**src/rtl/seven_seg_ctrl_pkg.sv**
```systemverilog
// Shared definitions for the 4-digit 7-segment controller: control-word layout,
// scan states, the segment table and the leading-zero-blanking helper.
package seven_seg_ctrl_pkg;

    // Word address the peripheral decode compares against to raise wr_en.
    localparam logic [31:0] HEX_ADDR = 32'hFFFF_0010;

    localparam int          CTRL_W  = 25;
    localparam logic [6:0]  SEG_OFF = 7'h7F;

    typedef enum logic {
        GUARD = 1'b0,
        DRIVE = 1'b1
    } scan_state_e;

    // Packed so that bit 0 of the struct is bit 0 of the stored word.
    typedef struct packed {
        logic        lzb;
        logic [3:0]  mask;
        logic [3:0]  dot;
        logic [15:0] value;
    } ctrl_word_t;

    // Active-low {g,f,e,d,c,b,a}; letters b and d are lower case on the board.
    localparam logic [6:0] SEG_TABLE [16] = '{
        7'h40, 7'h79, 7'h24, 7'h30, 7'h19, 7'h12, 7'h02, 7'h78,
        7'h00, 7'h10, 7'h08, 7'h03, 7'h46, 7'h21, 7'h06, 7'h0E
    };

    // A digit is a leading zero when it and every more significant nibble are 0;
    // the rightmost digit always shows so a value of zero still reads "0".
    function automatic logic lzbBlanks(input logic [15:0] value, input logic [1:0] k);
        logic [15:0] upper;
        upper = value >> {k, 2'b00};
        return (k != 2'd0) && (upper == 16'd0);
    endfunction

endpackage

```
**src/rtl/seven_seg_ctrl_if.sv**
```systemverilog
// Store/readback port of the HEX register as seen from the data-memory decode.
interface seven_seg_ctrl_if;

    logic        wr_en;
    logic [31:0] wr_data;
    logic [31:0] rd_data;

    modport master (
        output wr_en,
        output wr_data,
        input  rd_data
    );

    modport slave (
        input  wr_en,
        input  wr_data,
        output rd_data
    );

endinterface

```
**src/rtl/seven_seg_ctrl_hex_to_seg.sv**
```systemverilog
// Combinational nibble to active-low 7-segment pattern decoder.
module hex_to_seg
    import seven_seg_ctrl_pkg::*;
(
    input  logic [3:0] nibble_i,
    output logic [6:0] seg_o
);

    assign seg_o = SEG_TABLE[nibble_i];

endmodule

```
**src/rtl/seven_seg_ctrl.sv**
```systemverilog
// Memory-mapped 4-digit 7-segment controller: a written control word is latched into
// a shadow copy once per frame and scanned digit by digit with a dark guard slot between.
module seven_seg_ctrl
    import seven_seg_ctrl_pkg::*;
#(
    parameter int DRIVE_CYCLES = 100000,
    parameter int GUARD_CYCLES = 16
)
(
    input  logic                   clk,
    input  logic                   rst,
    seven_seg_ctrl_if.slave        bus,
    output logic [6:0]             hex,
    output logic                   hex_dot,
    output logic [3:0]             hex_sel
);

    localparam int CNT_MAX = (DRIVE_CYCLES > GUARD_CYCLES) ? DRIVE_CYCLES : GUARD_CYCLES;
    localparam int CNT_W   = (CNT_MAX > 1) ? $clog2(CNT_MAX) : 1;
    localparam logic [CNT_W-1:0] DRIVE_LOAD = CNT_W'(DRIVE_CYCLES - 1);
    localparam logic [CNT_W-1:0] GUARD_LOAD = CNT_W'(GUARD_CYCLES - 1);

    ctrl_word_t       ctrl_q, ctrl_d;
    ctrl_word_t       shadow_q;
    scan_state_e      state_q;
    logic [CNT_W-1:0] cnt_q;
    logic [1:0]       digit_q;
    logic [6:0]       hexOut_q;
    logic             dotOut_q;
    logic [3:0]       selOut_q;

    logic [3:0]       curNibble;
    logic [6:0]       digitSeg;
    logic [6:0]       slotHex;
    logic             slotDot;
    logic [3:0]       slotSel;
    logic             unusedWrHigh;

    // Bits 31:25 of the store have no home in the register and always read back as 0.
    assign unusedWrHigh = ^bus.wr_data[31:CTRL_W];

    always_comb begin
        ctrl_d = ctrl_q;
        if (bus.wr_en) begin
            ctrl_d = bus.wr_data[CTRL_W-1:0];
        end
    end

    always_ff @(posedge clk or posedge rst) begin
        if (rst) begin
            ctrl_q <= '0;
        end else begin
            ctrl_q <= ctrl_d;
        end
    end

    assign bus.rd_data = {7'b0, ctrl_q};

    assign curNibble = shadow_q.value[{digit_q, 2'b00} +: 4];

    hex_to_seg u_hex_to_seg (
        .nibble_i (curNibble),
        .seg_o    (digitSeg)
    );

    // Pattern for the digit about to be driven; only ever sampled on GUARD -> DRIVE.
    always_comb begin
        slotHex = SEG_OFF;
        slotDot = 1'b1;
        slotSel = 4'hF;
        if (shadow_q.mask[digit_q]) begin
            slotSel = ~(4'b0001 << digit_q);
            slotDot = ~shadow_q.dot[digit_q];
            slotHex = (shadow_q.lzb && lzbBlanks(shadow_q.value, digit_q)) ? SEG_OFF : digitSeg;
        end
    end

    // The counter resets to the guard reload so the first guard slot is full length.
    always_ff @(posedge clk or posedge rst) begin
        if (rst) begin
            state_q  <= GUARD;
            cnt_q    <= GUARD_LOAD;
            digit_q  <= 2'd0;
            shadow_q <= '0;
            hexOut_q <= SEG_OFF;
            dotOut_q <= 1'b1;
            selOut_q <= 4'hF;
        end else begin
            case (state_q)
                GUARD: begin
                    if (cnt_q == '0) begin
                        state_q  <= DRIVE;
                        cnt_q    <= DRIVE_LOAD;
                        hexOut_q <= slotHex;
                        dotOut_q <= slotDot;
                        selOut_q <= slotSel;
                    end else begin
                        cnt_q <= cnt_q - 1'b1;
                    end
                end
                DRIVE: begin
                    if (cnt_q == '0) begin
                        state_q  <= GUARD;
                        cnt_q    <= GUARD_LOAD;
                        digit_q  <= digit_q + 2'd1;
                        hexOut_q <= SEG_OFF;
                        dotOut_q <= 1'b1;
                        selOut_q <= 4'hF;
                        // Frame boundary: a store on this same edge waits for the next one.
                        if (digit_q == 2'd3) begin
                            shadow_q <= ctrl_q;
                        end
                    end else begin
                        cnt_q <= cnt_q - 1'b1;
                    end
                end
            endcase
        end
    end

    assign hex     = hexOut_q;
    assign hex_dot = dotOut_q;
    assign hex_sel = selOut_q;

endmodule

```
**src/flat_wrapper.sv**
```systemverilog
// flat-port wrapper written by rule: the top's interface ports become plain ports
module seven_seg_ctrl_flat import seven_seg_ctrl_pkg::*;
#(
    parameter int DRIVE_CYCLES = 100000,
    parameter int GUARD_CYCLES = 16
)
  (clk, rst, hex, hex_dot, hex_sel, bus_wr_en, bus_wr_data, bus_rd_data);
  seven_seg_ctrl_if bus_i ();
  input  logic clk;
  input  logic rst;
  output logic [6:0] hex;
  output logic hex_dot;
  output logic [3:0] hex_sel;
  input wire logic [$bits(bus_i.wr_en)-1:0] bus_wr_en;
  input wire logic [$bits(bus_i.wr_data)-1:0] bus_wr_data;
  output wire logic [$bits(bus_i.rd_data)-1:0] bus_rd_data;
  assign bus_i.wr_en = bus_wr_en;
  assign bus_i.wr_data = bus_wr_data;
  assign bus_rd_data = bus_i.rd_data;
  seven_seg_ctrl #(.DRIVE_CYCLES(DRIVE_CYCLES), .GUARD_CYCLES(GUARD_CYCLES)) u_core (.clk(clk), .rst(rst), .bus(bus_i), .hex(hex), .hex_dot(hex_dot), .hex_sel(hex_sel));
endmodule
```
**config.mk**
```make
export PLATFORM = sky130hd
export DESIGN_NAME = seven_seg_ctrl_flat
export DESIGN_NICKNAME = d
export VERILOG_FILES = /design/src/rtl/seven_seg_ctrl_pkg.sv /design/src/rtl/seven_seg_ctrl_if.sv /design/src/rtl/seven_seg_ctrl_hex_to_seg.sv /design/src/rtl/seven_seg_ctrl.sv /design/src/flat_wrapper.sv
export SDC_FILE = /design/constraint.sdc
export NUM_CORES = 1
export LEC_CHECK = 0
export CAP_MARGIN = 30
export CORE_AREA = 2 2 105 107
export CTS_BUF_LIST = sky130_fd_sc_hd__clkbuf_2
export DETAILED_ROUTE_END_ITERATION = 8
export DIE_AREA = 0 0 107 109
export DONT_BUFFER_PORTS = 1
export GPL_TIMING_DRIVEN = 1
export PLACE_DENSITY = 0.48
export SYNTH_ARGS = -nofsm -noshare
export SYNTH_HDL_FRONTEND = slang
export SYNTH_SLANG_ARGS = --single-unit
```
**constraint.sdc**
```tcl
create_clock -name clk -period 3.9 [get_ports clk]
set_input_delay 0.585 -clock clk [delete_from_list [all_inputs] [get_ports clk]]
set_output_delay 0.585 -clock clk [all_outputs]
set_load 0.05 [all_outputs]
```
* Word-level counts from Yosys, hierarchy flattened *
Memories as Yosys holds them, arrays and structs flattened.
Index checks and enable logic that the tools add are counted.
W data, S select, Z words.

storage, ports and cells
  memories = 1
  register bits after elaboration = 82
  ROM bits = 112
  output and inout bits = 44
  bits of input ports = 35

memory list
  memory            depth  bits a word  read ports  clocked after Yosys merged registers in  write ports  line                            source
  (name not given)  16     7            1           0                                        0            seven_seg_ctrl_hex_to_seg.sv:9  assign seg_o = SEG_TABLE[nibble_i];

cells by class
  $add $sub $neg = 2
  magnitude comparators = 2
  multiplexer cells = 25
  shift operators = 3
  reductions and logical operators = 8
  eq/ne operators = 3
  bitwise gates (word level) = 4

operator list
  kind                     number
  $mux W7                  6
  $mux W17                 2
  $pmux W17 S2             1
  $logic_not A17 Y1        1
  $sub A17 B1 Y17 const B  1
  $logic_not A16 Y1        1
  $shiftx A16 B5 Y4        1
  $shr A16 B4 Y16          1
  $pmux W7 S2              1
  $mux W4                  3
  $pmux W4 S2              1
  $mux W1                  7
  $ge A5 B5 Y1 const B     1
  $not A4 Y5               1
  $bmux W1 S2              2
  $not A4 Y4               1
  $pmux W1 S2              2
  $reduce_and A2 Y1        2
  $shl A1 B2 Y4 const A    1
  $lt A2 B3 Y1 const B     1
  $reduce_and A3 Y1        1
  $add A2 B1 Y2 const B    1
  $eq A2 B2 Y1 const B     1
  $logic_and A1 B1 Y1      2
  4 further kinds          5

* Longest topological paths before layout *
  depth in word-level cells = 9
  depth in mapped cells = 10
  mapped depth without buffers = 10

* Hierarchy *
From an unflattened synthesis, not the netlist that was laid out.

unflattened totals
  cells, all modules = 322
  area total of the unflattened synthesis = 3960.0 µm²

by module, submodules not included
  module          area an instance (µm²)  times used  sequential area each (µm²)  cells each
  seven_seg_ctrl  3691.0                  1           2072.0                      289
  hex_to_seg      269.0                   1           0.0                         33

* Worst setup path after synthesis *
OpenSTA, ideal clock, no wires.

  path kind = register to register
  start point = reg u_core.cnt_q[0]
  end point = reg u_core.hexOut_q[1] (netlist: u_core.hex[1])
  path slack = 1331 ps
  required time = 3803 ps
  period minus slack after synthesis = 2569 ps
  stages on the path, launching flop included = 11
  arrival time = 2473 ps
  library setup time = 97 ps
  cell sequence = dfstp_2 > inv_1 > ha_1 > or4b_2 > nor3_1 > nand2_1 > ha_1 > nor2_1 > and3_1 > clkbuf_1 > a31oi_1

between the ends
  longest elaborated chain between the ends = 3
  elaborated cells between the ends (all ways) = 4
  classes of those cells = 2 x eq/ne; 2 x reduce/logical

ends and longest elaborated chain
  item                                                           line                                         source
  start: declaration                                             seven_seg_ctrl.sv:26                         logic [CNT_W-1:0] cnt_q;
  start signal: assignment                                       seven_seg_ctrl.sv:98                         cnt_q <= cnt_q - 1'b1;
  start signal: assignment                                       seven_seg_ctrl.sv:114                        cnt_q <= cnt_q - 1'b1;
  $logic_not A17 Y1 (*)                                          seven_seg_ctrl.sv:91, seven_seg_ctrl.sv:102
  $ne A2 B2 Y1 (no line) / $ne A2 B1 Y1 (equally long branches)  --
  $reduce_and A2 Y1 (no line) (*)                                --
  end signal: assignment                                         seven_seg_ctrl.sv:94                         hexOut_q <= slotHex;
  end: declaration                                               seven_seg_ctrl.sv:28                         logic [6:0] hexOut_q;

Every way passes the cells marked *; elsewhere a longest branch is shown, timed or not.
A chain may end at the register's enable or synchronous reset.

* Worst setup path in the final report *
  start point = reg u_core.cnt_q[0]
  end point = reg u_core.hexOut_q[0] (netlist: u_core.hex[0])

Same word-level chain as after synthesis.

==> results.toml <==
[outcome]
run_status = "finished clean"

[global_routing]
number_of_antenna_violations_at_the_first_check_in_global_routing = 0
grt_start_max_net_pins = 50
globalRoute.totalOverflow = 0
grtUsageTotal = 0.144
number_of_global_route_vias_before_repair = 2406
grt_first_pass_wirelength_um = 12600

[timing]
layout_setup_ws_ns = 0.826
max_freq_mhz = 325
setup_viol_count_final = 0
final_min_period_ns = 3.07
slew_headroom = 0.450
finalHoldViolations = 0
max_slew.worst_pin.slew_ns = 0.823
fin_skew_ns = 0.0182
setup-tns-final_ns = 0
final.period_utilization = 0.788
setup_repair_after_global_routing_missed_its_margin = "false"
report.final.slew_viol_count = 0

[route]
drt_pass1_iterations = 4
vias = 2281
ant_nets = 0
route.detailed.drc = 0
viasPerCell = 5.05
totalWireLength_um = 7320
drt_iter0_drc = 79
wl_per_cell_um = 16.2

[placed_design]
place.detailed.hpwl_um = 5150
globalplace.congestion = 0.737
dpl_worst_slack_ns = 0.790
placed_cells = 435
place.port_buffers = 0

[critical_path]
timing.critical_path.buf_inv = 2
critPathMaxFanout = 13
setup.worst_path.class = "register to register"
slowest_delay_ns = 0.61
crit_path_max_delay_cell_type = "or4b_2"
critPathRequiredTime_ns = 4.40
timing.critical_path.arrival_ns = 3.57
crit_chain = "inv_1, ha_1, or4b_2, nor3_1, nand2_1, ha_1, nor2_1, buf_4, and3_1, and3_1, a31oi_1"
critPathCaptureType = "register"
critical_path.top_delay_family = "simple AND/OR/NAND/NOR gates"
cp_launch_type = "register"

[final_layout]
post_route_cells_drive_above_1_share = 0.333
antenna_cells_inserted = 0
finish.cell_count_without_fillers = 452
util_after_layout = 0.392
area_used_by_multi_input_combinational_logic_mm2 = 0.00171
number_of_fill_cells = 1023
finalNetCount = 357
area_growth_syn_to_layout_pct = 6.33
register_area_mm2 = 0.00207

[clock_tree]
cts_tree = "built"
cts_made_buffers = 9
postCtsSetupRepairBufs = 0
cts.sink_count = 82
postCtsHoldBufs = 1
post_cts_resize_count = 0
clock_tree.htree_level_count = 3
source_to_sink_clock_delay_at_the_later_pin_of_the_worst_skew_pair_ns = 0.57
clk_pin_slew_ns = 0.22
clock_tree.root_cell = "clkbuf_2"
clock_path_buffers = 2

[synthesis]
synth.ff_latch_count = 82
synthesis.area_mm2 = 0.00391
synthArstFlopShare = 1.00
ys_dominant_reg_cell = "dfrtp_1"
synth_edf_count = 0
post_synth.cell_area_avg_um2 = 12.8
ys_warn_count = 0
synth_cell_types = 43
synth_sequential_area_ratio = 0.529
syn-instance-count = 305

[power_and_ir_drop]
irDropWorstVdd_mv = 0.260
total_power_mw = 1.52
lkg_pwr_nw = 1.81
power_per_cell_area_mw_per_mm2 = 364

[floorplan]
die_ar_mm2 = 0.0117
ios = 79
floorplan.die.width_um = 107
core_area_mm2 = 0.0106
effective_utilization_at_floorplan = 0.369
placementRows = 38
die_height_um = 109

[run]
max-cap-violations = 0

[worst_hold_path]
worstHoldPathType = "input port to register"
per-layer routing:
metal	wire, um	global-route usage	vias to the layer above
met4	150	0.0640	0
met2	3260	0.212	53
li1	-	-	1086
met5	0	0	-
met1	3500	0.188	1132
met3	417	0.0544	10
through the flow:
step	cell area [um2]	hold WS, ns
after CTS	4160	0.0638
after detailed placement	4040	0.388
after global routing	4160	0.0590
after global placement	4010	0.455
after floorplan	3940	0.441
final	4160	0.144
kinds of logic after synthesis:
group	count (synthesis)	share of synthesized area
compound gates	34	0.0572
xor+xnor	11	0.0246
fa+ha+maj	15	0.0480
buf+inv	29	0.0393
flops	82	0.529
mux	64	0.200
other cells	1	0.000958
simple gates	69	0.100
cell usage after synthesis, drive strengths merged (6+ instances only):
library cell   n  area, um2
nor2          25       96.4
mux4           6        135
nand2         12       45.0
o21a           6       45.0
dfstp         16        420
inv           10       37.5
ha            15        188
buf           14       97.6
a31oi          7       43.8
dfrtp         66       1650
a21oi          7       35.0
nor4           8       50.1
xor2           7       61.3
mux2          55        619
final cells by class:
| type | count | share of cell area |
|---|---|---|
| clock inverter | 4 | 0.0126 |
| sequential | 82 | 0.498 |
| multi-input combinational | 200 | 0.411 |
| clock buffer | 12 | 0.0144 |
| timing repair buffer | 4 | 0.0126 |
| tap | 140 | 0.0421 |
| inverter | 10 | 0.00932 |
path summary, 6_finish.rpt:
kind	startpoint	endpoint	slack (ns)	cells past startpoint
max	u_core.cnt_q[0]$_DFF_PP1_	u_core.hex[0]$_DFFE_PP1P_	0.83	11
min	bus_wr_data[2]	u_core.bus.rd_data[2]$_DFFE_PP0P_	0.14	1
max reg2reg	u_core.cnt_q[0]$_DFF_PP1_	u_core.hex[0]$_DFFE_PP1P_	0.83	11
min reg2reg	u_core.cnt_q[0]$_DFF_PP1_	u_core.cnt_q[0]$_DFF_PP1_	0.50	1
max in group asynchronous	rst	u_core.hex_dot$_DFFE_PP1P_	2.92	3
min in group asynchronous	rst	u_core.bus.rd_data[21]$_DFFE_PP0P_	0.35	2
sequential cells by signal, indices dropped and copies added, names as in the netlist:
signal / cells
u_core.digit_q: 2
u_core.hex_sel: 4
u_core.hex: 7
u_core.state_q: 1
u_core.hex_dot: 1
u_core.shadow_q: 25
u_core.cnt_q: 17
u_core.bus.rd_data: 25
power breakdown:
| group | switching, mW | internal, mW |
|---|---|---|
| registers | 0.119 | 0.876 |
| logic | 0.0376 | 0.0278 |
| clock network | 0.299 | 0.158 |
cells in the final DEF (no fill, tap or decap), types with 7 or more instances in the layout:
| cell type | synthesis | routed |
|---|---|---|
| a31oi_1 | 7 | 7 |
| ha_1 | 15 | 15 |
| nor2_1 | 24 | 24 |
| a21oi_1 | 7 | 7 |
| inv_1 | 10 | 9 |
| nand2_1 | 12 | 12 |
| dfrtp_1 | 66 | 66 |
| dfstp_2 | 16 | 16 |
| nor4_1 | 8 | 8 |
| conb_1 | 1 | 7 |
| xor2_1 | 7 | 7 |
| mux2_2 | 55 | 55 |
| clkbuf_2 | 0 | 12 |
No activity file was read; power rests on OpenSTA's default activity.
